===== config.mk =====
export PLATFORM = sky130hd
export DESIGN_NAME = fixed_divide
export DESIGN_NICKNAME = d
export VERILOG_FILES = /design/src/rtl/fixed_divide.sv
export SDC_FILE = /design/constraint.sdc
export NUM_CORES = 1
export LEC_CHECK = 0
export ABC_AREA = 0
export BUFFER_PORTS_ARGS = -buffer_cell sky130_fd_sc_hd__buf_4
export CORE_ASPECT_RATIO = 1.25
export CORE_UTILIZATION = 50
export DETAILED_ROUTE_END_ITERATION = 8
export HOLD_SLACK_MARGIN = 0.03
export PLACE_DENSITY = 0.69
export SLEW_MARGIN = 20
export SYNTH_ARGS = -nofsm -noshare
export SYNTH_HDL_FRONTEND = slang
export SYNTH_SLANG_ARGS = --single-unit

===== constraint.sdc =====
create_clock -name i_clk -period 6.85 [get_ports i_clk]
set_input_delay 1.37 -clock i_clk [delete_from_list [all_inputs] [get_ports i_clk]]
set_output_delay 1.37 -clock i_clk [all_outputs]
set_load 0.01 [all_outputs]

===== src/rtl/fixed_divide.sv =====
//------------------------------------------------------------------------------
// Module   : fixed_divide
// Brief    : Iterative signed fixed-point divider, restoring shift-subtract
//            core producing one quotient bit per clock, with saturation.
// Revision : 1.0
//------------------------------------------------------------------------------
`default_nettype none

module fixed_divide #(
    parameter int fractional_size = 12,
    parameter int operand_size    = 32
) (
    input  logic                    i_clk,
    input  logic                    i_rst,
    input  logic                    i_valid,
    output logic                    o_ready,
    input  logic [operand_size-1:0] i_a,
    input  logic [operand_size-1:0] i_b,
    output logic                    o_valid,
    output logic [operand_size-1:0] o_res,
    output logic                    o_overflow,
    output logic                    o_div_by_zero
);

    localparam int W  = operand_size;
    localparam int F  = fractional_size;
    localparam int N  = W + F;
    localparam int CW = $clog2(N + 1);

    localparam logic [CW-1:0] c_last_iter = CW'(N - 1);
    localparam logic [N-1:0]  c_pos_limit = N'((longint'(1) << (W - 1)) - 1);
    localparam logic [N-1:0]  c_neg_limit = N'(longint'(1) << (W - 1));
    localparam logic [W-1:0]  c_res_max   = W'((longint'(1) << (W - 1)) - 1);
    localparam logic [W-1:0]  c_res_min   = W'(longint'(1) << (W - 1));

    typedef enum logic [1:0] {
        S_IDLE = 2'd0,
        S_CALC = 2'd1,
        S_DONE = 2'd2
    } state_t;

    state_t          state_q,    state_d;
    logic [N-1:0]    dividend_q, dividend_d;
    logic [N-1:0]    quot_q,     quot_d;
    logic [W-1:0]    rem_q,      rem_d;
    logic [W-1:0]    babs_q,     babs_d;
    logic [CW-1:0]   cnt_q,      cnt_d;
    logic            sign_q,     sign_d;
    logic            a_neg_q,    a_neg_d;
    logic [W-1:0]    res_q,      res_d;
    logic            ovf_q,      ovf_d;
    logic            dbz_q,      dbz_d;
    logic            valid_q,    valid_d;

    logic [W-1:0]    w_a_abs;
    logic [W-1:0]    w_b_abs;
    logic [W:0]      w_rem_shift;
    logic [W-1:0]    w_rem_sub;
    logic            w_ge;
    logic [W-1:0]    w_neg_mag;

    // Magnitudes as unsigned W-bit values; the most negative operand maps to 2^(W-1).
    assign w_a_abs     = i_a[W-1] ? (~i_a + W'(1)) : i_a;
    assign w_b_abs     = i_b[W-1] ? (~i_b + W'(1)) : i_b;

    assign w_rem_shift = {rem_q, dividend_q[N-1]};
    assign w_ge        = (w_rem_shift >= {1'b0, babs_q});
    assign w_rem_sub   = W'(w_rem_shift - {1'b0, babs_q});
    assign w_neg_mag   = ~quot_q[W-1:0] + W'(1);

    always_comb begin
        state_d    = state_q;
        dividend_d = dividend_q;
        quot_d     = quot_q;
        rem_d      = rem_q;
        babs_d     = babs_q;
        cnt_d      = cnt_q;
        sign_d     = sign_q;
        a_neg_d    = a_neg_q;
        res_d      = res_q;
        ovf_d      = ovf_q;
        dbz_d      = dbz_q;
        valid_d    = 1'b0;

        case (state_q)
            S_IDLE: begin
                if (i_valid) begin
                    sign_d     = i_a[W-1] ^ i_b[W-1];
                    a_neg_d    = i_a[W-1];
                    babs_d     = w_b_abs;
                    dividend_d = N'(w_a_abs) << F;
                    quot_d     = '0;
                    rem_d      = '0;
                    cnt_d      = '0;
                    state_d    = S_CALC;
                end
            end

            S_CALC: begin
                // A zero divisor keeps iterating so latency is data-independent.
                rem_d      = w_ge ? w_rem_sub : w_rem_shift[W-1:0];
                quot_d     = {quot_q[N-2:0], w_ge};
                dividend_d = dividend_q << 1;
                cnt_d      = cnt_q + CW'(1);
                if (cnt_q == c_last_iter) begin
                    state_d = S_DONE;
                end
            end

            S_DONE: begin
                valid_d = 1'b1;
                state_d = S_IDLE;
                if (babs_q == '0) begin
                    res_d = a_neg_q ? c_res_min : c_res_max;
                    ovf_d = 1'b0;
                    dbz_d = 1'b1;
                end else if (!sign_q) begin
                    dbz_d = 1'b0;
                    if (quot_q > c_pos_limit) begin
                        res_d = c_res_max;
                        ovf_d = 1'b1;
                    end else begin
                        res_d = quot_q[W-1:0];
                        ovf_d = 1'b0;
                    end
                end else begin
                    dbz_d = 1'b0;
                    if (quot_q > c_neg_limit) begin
                        res_d = c_res_min;
                        ovf_d = 1'b1;
                    end else begin
                        res_d = w_neg_mag;
                        ovf_d = 1'b0;
                    end
                end
            end

            default: begin
                state_d = S_IDLE;
            end
        endcase
    end

    always_ff @(posedge i_clk) begin
        if (i_rst) begin
            state_q    <= S_IDLE;
            dividend_q <= '0;
            quot_q     <= '0;
            rem_q      <= '0;
            babs_q     <= '0;
            cnt_q      <= '0;
            sign_q     <= 1'b0;
            a_neg_q    <= 1'b0;
            res_q      <= '0;
            ovf_q      <= 1'b0;
            dbz_q      <= 1'b0;
            valid_q    <= 1'b0;
        end else begin
            state_q    <= state_d;
            dividend_q <= dividend_d;
            quot_q     <= quot_d;
            rem_q      <= rem_d;
            babs_q     <= babs_d;
            cnt_q      <= cnt_d;
            sign_q     <= sign_d;
            a_neg_q    <= a_neg_d;
            res_q      <= res_d;
            ovf_q      <= ovf_d;
            dbz_q      <= dbz_d;
            valid_q    <= valid_d;
        end
    end

    assign o_ready       = (state_q == S_IDLE);
    assign o_valid       = valid_q;
    assign o_res         = res_q;
    assign o_overflow    = ovf_q;
    assign o_div_by_zero = dbz_q;

endmodule

`default_nettype wire

# [Word-level counts from Yosys, hierarchy flattened]
# Index checks and enable logic that the tools add are counted.
[op_classes] addsub=5 magnitude_cmp=3 n_eq_ne=5 muxes=25 bitwise=4 reduce_logical=6
[op_table] cell="$mux 32" n=9
[op_table] cell="$pmux 44 s2" n=2
[op_table] cell="$add 32x1->32 const B" n=3
[op_table] cell="$not 32->32" n=3
[op_table] cell="$mux 44" n=2
[op_table] cell="$pmux 32 s2" n=1
[op_table] cell="$gt 44x31->1 const B" n=1
[op_table] cell="$gt 44x32->1 const B" n=1
[op_table] cell="$ge 33x32->1" n=1
[op_table] cell="$logic_not 32->1" n=1
[op_table] cell="$sub 32x32->32" n=1
[op_table] cell="$pmux 6 s2" n=1
[op_table] cell="$add 6x1->6 const B" n=1
[op_table] cell="$eq 6x6->1 const B" n=1
[op_table] cell="$mux 1" n=6
[op_table] cell="$mux 6" n=1
[op_table] cell="$reduce_and 2->1" n=3
[op_table] cell="$mux 2" n=2
[op_table] cell="$ne 2x2->1 const B" n=2
[op_table] cell="$pmux 2 s2" n=1
[op_table] cell="$eq 2x1->1 const B" n=1
[op_table] cell="$eq 2x2->1 const B" n=1
[op_table] cell="$logic_not 2->1" n=1
[op_table] cell="$reduce_bool 2->1" n=1
[op_table] cell="$xor 1x1->1" n=1
[totals] register_bits=197 in_bits=67 output_inout_bits=36 elab_cells=60

# [Longest topological paths before layout]
# Gate-level depths: netlist of the first run.
[depth] word_depth=5 depth_mapped=13 depth_no_buf=12

# [Worst setup path after synthesis of the first run]
# OpenSTA, ideal clock, no wires.
[synth_timing] path_kind="input port to flip-flop" startpoint="input i_b[6]" endpoint="register babs_q[29]" setup_time_ns=0.086 arrival_ns=3.986 required_time_ns=6.764 path_slack_ns=2.779 stages=9 path_buffers=0 cell_sequence="nor4_4 -> nand2_2 -> or3_4 -> or3_4 -> or4_4 -> or4_4 -> o41ai_2 -> xor2_1 -> a211oi_1"
[synth_between] elab_chain_len=3
[synth_rtl] item="start: declaration" line="18" source="input logic [operand_size-1:0] i_b,"
[synth_rtl] item="$not 32->32" line="64" source="assign w_b_abs = i_b[W-1] ? (~i_b + W'(1)) : i_b;"
[synth_rtl] item="$add 32x1->32" line="64"
[synth_rtl] item="$mux 32" line="64"
[synth_rtl] item="end signal: assignment" line="163" source="babs_q <= babs_d;"
[synth_rtl] item="end: declaration" line="46" source="logic [W-1:0] babs_q, babs_d;"
# No other way between the ends.
# A chain may end at the register's enable or synchronous reset.

# [Worst setup path after layout of the first run]
[layout_timing] startpoint="input i_b[0]" endpoint="register babs_q[26]"
# Same word-level chain as after synthesis.

==> results.cfg, run 1 <==
[status]
run_status = complete, no violations

[die]
core_area_um2 = 20970
die_w_um = 133.2
ios = 103
initial_utilization = 0.5134
dieArea_um2 = 22120
fp-row-count = 59
die_h_um = 166.0

[detailed_routing]
drc = 0
totalWireLength_mm = 26.35
drtIter0Drc = 647
dr_total_vias = 10070
vias_per_cell = 5.900
ant_nets = 0
wl_per_cell_um = 15.45
dr.pass1.iters = 6

[synth]
netlist_area_um2 = 10760
synth_seq_area_share = 0.3441
syn_area_per_cell_um2 = 7.800
synth_compound_area_frac = 0.2787
synth-edff-count = 0
synth_area_leaders = dfxtp_1 34%, a21oi_1 6.1%, o21ai_0 4.8%, nor2_1 4.7%, nand2_1 4.6%
synthesis.nets = 1484
synthArstFlopShare = 0
synth_mux_area_frac = 0.01941
yosysTopAreaCellShare = 0.3441
synth_top_family_by_area = compound AO/OA/AOI/OAI gates
synth_cells = 1380
yosysWarnings = 0
synth_fa_ha_area_frac = 0.04371
yosys.area.top_type = dfxtp_1
synth_seq_cells = 185
synthFlopType = dfxtp_1
synth.distinct_cells = 65
synth_xor_area_frac = 0.06835
yosys.area_share.simple = 0.1952

[clock_tree]
cts_tree = yes
cts.repair.resized = 0
cts_hold_buf = 0
cts_htree_levels = 4
cts_buffers = 17
clock_path_buffers = 2
clock_latency_ns = 0.44
cts_root_buffer = clkbuf_16
clock_sinks = 185
postCtsSetupRepairBufs = 0
clk_pin_slew_ns = 0.08

[timing]
max_freq_mhz = 250.2
slew_headroom = 0.2582
fin_setup_tns_ns = 0
worstMarginPinSlew_ns = 1.107
hold_viol_final = 0
setup_viol = 0
period_minus_slack_ns = 3.996
slew_violations = 0
finalCritPeriodShare = 0.5834
rsz0062_at_grt = false
fin_worst_skew_ns = 0.01331

[layout]
stdcell_count = 1706
syn2layout_area_growth_pct = 13.90
fillers = 1981
nets = 1523
drive_gt1_frac = 0.1194
final_core_util = 0.5848
antenna_cells = 0

[global_route]
grt_overflow_total = 0
grt_pass1_wl_mm = 44.19
antenna_found_initial = 0
grt_pass1_vias = 9100
grt_max_degree = 89
track_usage = 0.2405

[placed_design]
dp_hpwl_mm = 18.66
dp_cells = 1673
io_buffers = 102
gp_congestion = 0.8216

[setup_path]
r2r_setup_slack_ns = 3.32
worst-setup-path-type = primary input to flop
required_ns = 7.19
start_kind = primary input
crit_fanout = 4
arrival_ns = 4.34
end_kind = flop

[power]
p_per_area_nw_per_um2 = 205.9
p_leak_nw = 4.883
peakVddDrop_mv = 0.1610
p_total_mw = 2.524

[worst_hold_path]
min_path_type = flop to flop

[job]
cap_violations = 0
-- synth_stat cells (9+ instances only) --
master    instances
a211oi_1         34
a21o_1           12
a21oi_1         131
a22o_1           48
a22oi_1          27
a31oi_1          21
buf_1             9
clkbuf_1         85
dfxtp_1         185
ha_1             36
inv_1            51
mux2i_1          13
nand2_1         131
nand2b_1          9
nand3_1          25
nand4_1          15
nor2_1          134
nor2b_1          11
nor3_1           40
nor4_1           18
o21ai_0         103
o31ai_1          22
or3_1            14
or4_1            15
xnor2_1          50
xor2_1           34
-- through the flow --
step | cell area [um^2] | setup WS (ns) | hold slack (ns)
4_1_cts | 12230 | 2.890 | 0.4730
5_1_grt | 12260 | 2.631 | 0.4905
2_1_floorplan | 10760 | 2.779 | 0.4428
3_5_place_dp | 11640 | 2.431 | 0.4633
6_report | 12260 | 2.854 | 0.4688
3_3_place_gp | 11640 | 2.484 | 0.4480
-- logic make-up after synthesis --
| group | Yosys count |
|---|---|
| buffers and inverters | 145 |
| muxes | 20 |
| DFF | 185 |
| xor gates and xnor gates | 84 |
| adders and majority gates | 37 |
| AOI/OAI and AO/OA | 466 |
| and+or+nand+nor | 443 |
-- area by class of cell --
type,instances,area [um^2],share of cell area
clock buffer,19,442.9,0.03613
clock inverter,13,152.6,0.01245
inverter,51,191.4,0.01561
multi-input combinational,1050,6551,0.5343
sequential,185,3704,0.3021
tap,274,342.8,0.02796
timing repair buffer,114,875.8,0.07144
-- final timing paths --
path	startpoint	end	cells after the start
worst max register to register	dividend_q[43]$_SDFFE_PP0P_	rem_q[28]$_SDFFE_PP0P_	12
worst min register to register	o_overflow$_SDFFE_PP0P_	o_overflow$_SDFFE_PP0P_	2
worst max-delay path	i_b[0]	babs_q[26]$_SDFFE_PP0P_	12
worst min-delay path	o_overflow$_SDFFE_PP0P_	o_overflow$_SDFFE_PP0P_	2
-- worst max-delay path, cell delays in order --
cell and delay, ns:
buf_4 0.12, inv_1 0.07, ha_1 0.17, nor3b_1 0.32, nand4b_1 0.18, or3_1 0.39, or4_1 0.47, or4_1 0.49
o41a_1 0.35, xor2_1 0.14, nor2_1 0.06, a211oi_1 0.22
-- metal layers --
layer | global-route usage | up-vias | wire length, um | part of all wire
met4 | 0.06670 | 0 | 359 | 0.014
met3 | 0.03175 | 28 | 1004 | 0.038
met2 | 0.3961 | 229 | 12440 | 0.47
li1 | - | 5110 | - | -
met1 | 0.3283 | 4699 | 12550 | 0.48
met5 | 0 | - | 0 | 0
-- registers in the layout, summed over array words and instances (netlist names) --
name / count
o_overflow: 1
rem_q: 32
o_res: 32
babs_q: 32
quot_q: 44
a_neg_q: 1
cnt_q: 6
state_q: 2
dividend_q: 32
o_valid: 1
sign_q: 1
o_div_by_zero: 1
-- report_power, final --
| part | switching [mW] | leakage (nW) | internal [mW] |
|---|---|---|---|
| clock | 0.469 | 0.290 | 0.530 |
| sequential | 0.0249 | 1.50 | 1.11 |
| combinational | 0.237 | 3.09 | 0.154 |
| total | 0.731 | 4.88 | 1.79 |
-- placed cells by master, fill, tap and decap left out, drive strengths merged, types with 6 or more instances in the layout --
cell | netlist | layout
xor2 | 34 | 34
nor4 | 19 | 19
o22ai | 7 | 7
or3 | 16 | 16
nand2b | 9 | 9
a211oi | 34 | 34
a21o | 12 | 12
o41ai | 7 | 7
nor2b | 11 | 11
xnor2 | 50 | 50
nor2 | 134 | 134
ha | 36 | 36
a22oi | 27 | 27
o211ai | 6 | 6
dfxtp | 185 | 185
mux2i | 13 | 13
nand4 | 15 | 15
a22o | 48 | 48
clkbuf | 85 | 19
nand3b | 6 | 6
mux2 | 7 | 7
a221oi | 6 | 6
a31oi | 21 | 21
nand3 | 25 | 25
inv | 51 | 58
or4 | 17 | 17
nand2 | 132 | 132
o21a | 6 | 6
buf | 9 | 114
o21ai | 105 | 105
a21oi | 131 | 131
nor3 | 40 | 40
and3 | 7 | 7
o31ai | 22 | 22
Power figures use the tool's default switching activity.
==> run 2: changes to the inputs <==
- PLACE_DENSITY: 0.69 -> 0.72
- clock period: 6.85 -> 3.4 ns (I/O delays scaled with it)
==> run 2 against run 1 <==
Final cell count grew 1.9%. Clock skew up 0.0037 ns. Combinational power up 110%. Sequential cell count stayed put. Global-route usage grew 0.64 points. Cell area is 2.1% higher. Die area did not move. Total power is 100% higher. Sequential power increased by 100%. Worst hold slack got worse by 0.0041 ns. Wire length is 2.2% higher. Sequential share of layout area shrank 0.61 points. Largest cell class unchanged.
==> results.cfg, run 2 (synthesis gave the netlist of run 1 again) <==
[timing]
fin_worst_skew_ns = 0.01705
max_freq_mhz = 317.3
worstMarginPinSlew_ns = 0.8715
slew_violations = 0
slew_headroom = 0.4190
hold_viol_final = 0
rsz0062_at_grt = false
setup_viol = 0
finalCritPeriodShare = 0.9269
period_minus_slack_ns = 3.152

[setup_path]
critPathTopFamily = simple AND/OR/NAND/NOR gates
start_kind = primary input
crit_fanout = 4
arrival_ns = 3.50
critPathMaxStageDelay_ns = 0.49
cp_cell_sequence = buf_4 > nor4_4 > nand2_2 > or3_4 > or3_4 > or4_4 > or4_4 > o41ai_2 > xor2_1 > a211oi_1
end_kind = flop
critPathSlowestCell = or4_4
path_buf_inv = 1
required_ns = 3.75
worst-setup-path-type = primary input to flop

[layout]
drive_gt1_frac = 0.1399
max_flop_register = quot_q
antenna_cells = 0
final_common_cell = dfxtp_1
nets = 1556
syn2layout_area_growth_pct = 16.26
stdcell_count = 1739
largest_register_ffs = 44
fin_area_um2 = 12510
layout_common_cells = 185 x dfxtp_1, 147 x buf_4, 132 x nor2_1
final_core_util = 0.5969

[detailed_routing]
totalWireLength_mm = 26.93
dr.pass1.iters = 5
dr_total_vias = 10220
drc = 0
wl_per_cell_um = 15.49
ant_nets = 0
vias_per_cell = 5.878
drtIter0Drc = 664

[status]
run_status = complete, no violations

[global_route]
globalRouteMet1Util = 0.3273
use_met2 = 0.4145
grt_overflow_total = 0
grt_pass1_wl_mm = 45.44
antenna_found_initial = 0
track_usage = 0.2468
top_usage_layer = met2
grt.met3_usage = 0.03785
grt_pass1_vias = 9454
grt_max_degree = 87

[clock_tree]
clock_path_buffers = 2
cts_hold_buf = 0
cts_buffers = 17
cts_tree = yes
cts.repair.resized = 0
cts_root_buffer = clkbuf_16
postCtsSetupRepairBufs = 0
clk_pin_slew_ns = 0.08
clock_sinks = 185
cts_htree_levels = 4
clock_latency_ns = 0.44

[placed_design]
dpl-instance-area_um2 = 11890
dp_hpwl_mm = 19.49
io_buffers = 102
dp_cells = 1707
gp_congestion = 0.8622

[die]
die_h_um = 166.0
core_area_um2 = 20970
initial_utilization = 0.5134
ios = 103
fp-row-count = 59
die_w_um = 133.2
dieArea_um2 = 22120

[power]
p_leak_nw = 5.047
peakVddDrop_mv = 0.3449
p_per_area_nw_per_um2 = 412.5

[job]
cap_violations = 0

[worst_hold_path]
min_path_type = flop to flop
run 2: cell count changes in the layout (fill, tap and decap cells not counted):
cell / change
inv_8: +1
buf_16: -1
clkbuf_1: -1
clkinv_8: +2
inv_12: +1
clkinvlp_4: -1
clkbuf_8: -1
inv_6: -1
buf_4: +34
run 2: worst paths after layout:
kind	startpoint	end	slack, ns	cells after the start
setup reg to reg	quot_q[1]$_SDFFE_PP0P_	o_res[23]$_SDFFE_PP0P_	0.25	10
hold / removal	o_div_by_zero$_SDFFE_PP0P_	o_div_by_zero$_SDFFE_PP0P_	0.46	2
hold reg to reg	o_div_by_zero$_SDFFE_PP0P_	o_div_by_zero$_SDFFE_PP0P_	0.46	2
setup / recovery	i_b[6]	babs_q[29]$_SDFFE_PP0P_	0.25	10
run 2: layout make-up:
| cell class | instances | area (um^2) |
|---|---|---|
| Clock inverter | 15 | 196.4 |
| Tap cell | 274 | 342.8 |
| Multi-Input combinational cell | 1050 | 6551 |
| Sequential cell | 185 | 3704 |
| Clock buffer | 17 | 425.4 |
| Timing Repair Buffer | 147 | 1104 |
| Fill cell | 1946 | 8451 |
| Inverter | 51 | 191.4 |
run 2: power by group:
part	leakage [nW]	switching (mW)	internal [mW]
clock	0.304	0.997	1.07
combinational	3.24	0.479	0.328
sequential	1.50	0.0515	2.23
total	5.05	1.53	3.63
run 2: per-stage QoR:
| step | power [mW] | setup TNS, ns | setup slack, ns | hold slack [ns] |
|---|---|---|---|---|
| 2_1_floorplan | 2.881 | 0 | 0.01887 | 0.4428 |
| 4_1_cts | 5.187 | 0 | 0.2604 | 0.4675 |
| 6_report | 5.162 | 0 | 0.2484 | 0.4646 |
| 3_3_place_gp | 3.122 | -0.4225 | -0.1338 | 0.4529 |
| 3_5_place_dp | 3.138 | -1.109 | -0.1971 | 0.4547 |
| 5_1_grt | 5.386 | 0 | 0.05278 | 0.4797 |
run 2: routing by layer:
metal | wire length (um) | part of all wire
met5 | 0 | 0
met4 | 386 | 0.014
met3 | 1047 | 0.039
met2 | 12950 | 0.48
met1 | 12550 | 0.47
run 2: worst min-delay path: stages, from the launching register on:
cell and delay, ns:
dfxtp_1 0.32, nand2_1 0.05, a21oi_1 0.05
==> run 3: changes to the inputs <==
- CORE_UTILIZATION: 50 -> 48
- PLACE_DENSITY: 0.72 -> 0.69
==> run 3 against run 2 <==
First-iteration DRC count rose by 2.6%. Sequential power barely moved. Global-route usage fell by 0.30 points. Die area rose by 4.1%. Total power fell by 0.67%. Largest cell class unchanged.
==> results.cfg, run 3 (synthesis gave the netlist of run 1 again) <==
[power]
pwr-share-clk = 0.394
p_leak_nw = 5.043
internal_power_mw = 3.659
p_total_mw = 5.127
combPwrFrac = 0.160
swShare = 0.2864
p_sw_mw = 1.468
p_per_area_nw_per_um2 = 410.4
peakVddDrop_mv = 0.3325
p_seq_frac = 0.446

[global_route]
grt_pass1_wl_mm = 45.53
track_usage = 0.2439
grt_pass1_vias = 9460
antenna_found_initial = 0
grt_max_degree = 70
grt_overflow_total = 0

[layout]
largest_register_ffs = 44
syn2layout_area_growth_pct = 16.06
antenna_cells = 0
fillers = 2135
nets = 1556
fin_area_um2 = 12490
max_flop_register = quot_q
stdcell_count = 1744
layout_common_cells = 185 x dfxtp_1, 147 x buf_4, 132 x nor2_1
final_core_util = 0.5739
final_common_cell = dfxtp_1
drive_gt1_frac = 0.1399

[detailed_routing]
wl_met2_mm = 12.93
drt-met1-wl_mm = 13.02
drc = 0
vias_per_cell = 5.853
wl_per_cell_um = 15.82
routed-wl-met3_mm = 1.169
dr.pass1.iters = 7
dr_total_vias = 10210
topRoutingLayerUsed = met4
ant_nets = 0
drtIter0Drc = 681
totalWireLength_mm = 27.58

[setup_path]
required_ns = 3.75
crit_fanout = 4
cp_cell_sequence = buf_4 > nor4_4 > nand2_2 > or3_4 > or3_4 > or4_4 > or4_4 > o41ai_2 > xor2_1 > a211oi_1
arrival_ns = 3.46
critPathSlowestCell = or4_4
worst-setup-path-type = primary input to flop
critPathMaxStageDelay_ns = 0.48
end_kind = flop
critPathTopFamily = simple AND/OR/NAND/NOR gates
rr_startpoint = quot_q[0]$_SDFFE_PP0P_
start_kind = primary input
crit_path_start = i_b[6]
path_buf_inv = 1

[clock_tree]
clock_path_buffers = 2
clock_latency_ns = 0.44
cts_tree = yes
clk_pin_slew_ns = 0.07
cts_root_buffer = clkbuf_16
cts_buffers = 17
cts_htree_levels = 4
cts.repair.resized = 0
postCtsSetupRepairBufs = 0
clock_sinks = 185
cts_hold_buf = 0

[die]
fp-row-count = 60
core_area_um2 = 21770
die_h_um = 169.4
ios = 103
die_w_um = 135.9
dieArea_um2 = 23030
initial_utilization = 0.4944

[timing]
worst_slack_ns = 0.2888
fin_worst_skew_ns = 0.01261
rsz0062_at_grt = false
period_minus_slack_ns = 3.111
max_freq_mhz = 321.4
fin_setup_tns_ns = 0
setup_viol = 0
finalCritPeriodShare = 0.9151
slew_violations = 0
slew_headroom = 0.3877
fin_hold_ws_ns = 0.4553
worstMarginPinSlew_ns = 0.9184
hold_viol_final = 0

[worst_hold_path]
min_path_type = flop to flop
min_from = o_div_by_zero$_SDFFE_PP0P_

[job]
cap_violations = 0

[placed_design]
dp_hpwl_mm = 19.79
dpl-instance-area_um2 = 11900
post-place-ws_ns = -0.1635
dp_cells = 1712
io_buffers = 102
gp_congestion = 0.8809

[status]
run_status = complete, no violations
==> run 3: changes by cell type in the layout (fill, tap and decap cells not counted) <==
cell / previous run / this run
clkbuf_8: 0 / 3
clkinv_2: 1 / 3
clkinv_4: 1 / 0
clkinv_8: 4 / 1
inv_12: 1 / 0
inv_6: 3 / 5
inv_8: 4 / 2
==> run 3: final timing paths <==
kind | slack (ns) | cells after the start | end
max reg2reg | 0.32 | 12 | o_res[7]$_SDFFE_PP0P_
min reg2reg | 0.46 | 2 | o_div_by_zero$_SDFFE_PP0P_
min | 0.46 | 2 | o_div_by_zero$_SDFFE_PP0P_
max | 0.29 | 10 | babs_q[29]$_SDFFE_PP0P_
==> run 3: cell type report <==
type | count | area (um^2) | share of cell area
clock inverter | 12 | 127.6 | 0.01022
timing repair buffer | 147 | 1104 | 0.08833
sequential | 185 | 3704 | 0.2964
clock buffer | 20 | 466.7 | 0.03736
multi-input combinational | 1050 | 6551 | 0.5244
inverter | 51 | 191.4 | 0.01532
tap | 279 | 349.1 | 0.02794
==> run 3: worst min-delay path, delay by kind of cell (launching register included) <==
family	cells	cell delay, ns
AO/OA/AOI/OAI	1	0.05
flip-flops	1	0.31
AND/OR/NAND/NOR	1	0.05
==> run 3: power by group through the flow <==
stage | registers [mW] | clock network [mW] | logic, mW
CTS | 2.28 | 2.05 | 0.819
global placement | 2.33 | 0 | 0.803
detailed placement | 2.33 | 0 | 0.816
global route | 2.29 | 2.13 | 0.916
finish | 2.29 | 2.02 | 0.821
floorplan | 2.32 | 0 | 0.563
==> run 3: layer usage <==
| layer | GRT usage | up-vias |
|---|---|---|
| met2 | 0.4073 | 250 |
| met4 | 0.08068 | 0 |
| li1 | - | 5179 |
| met3 | 0.03166 | 38 |
| met5 | 0 | - |
| met1 | 0.3222 | 4740 |
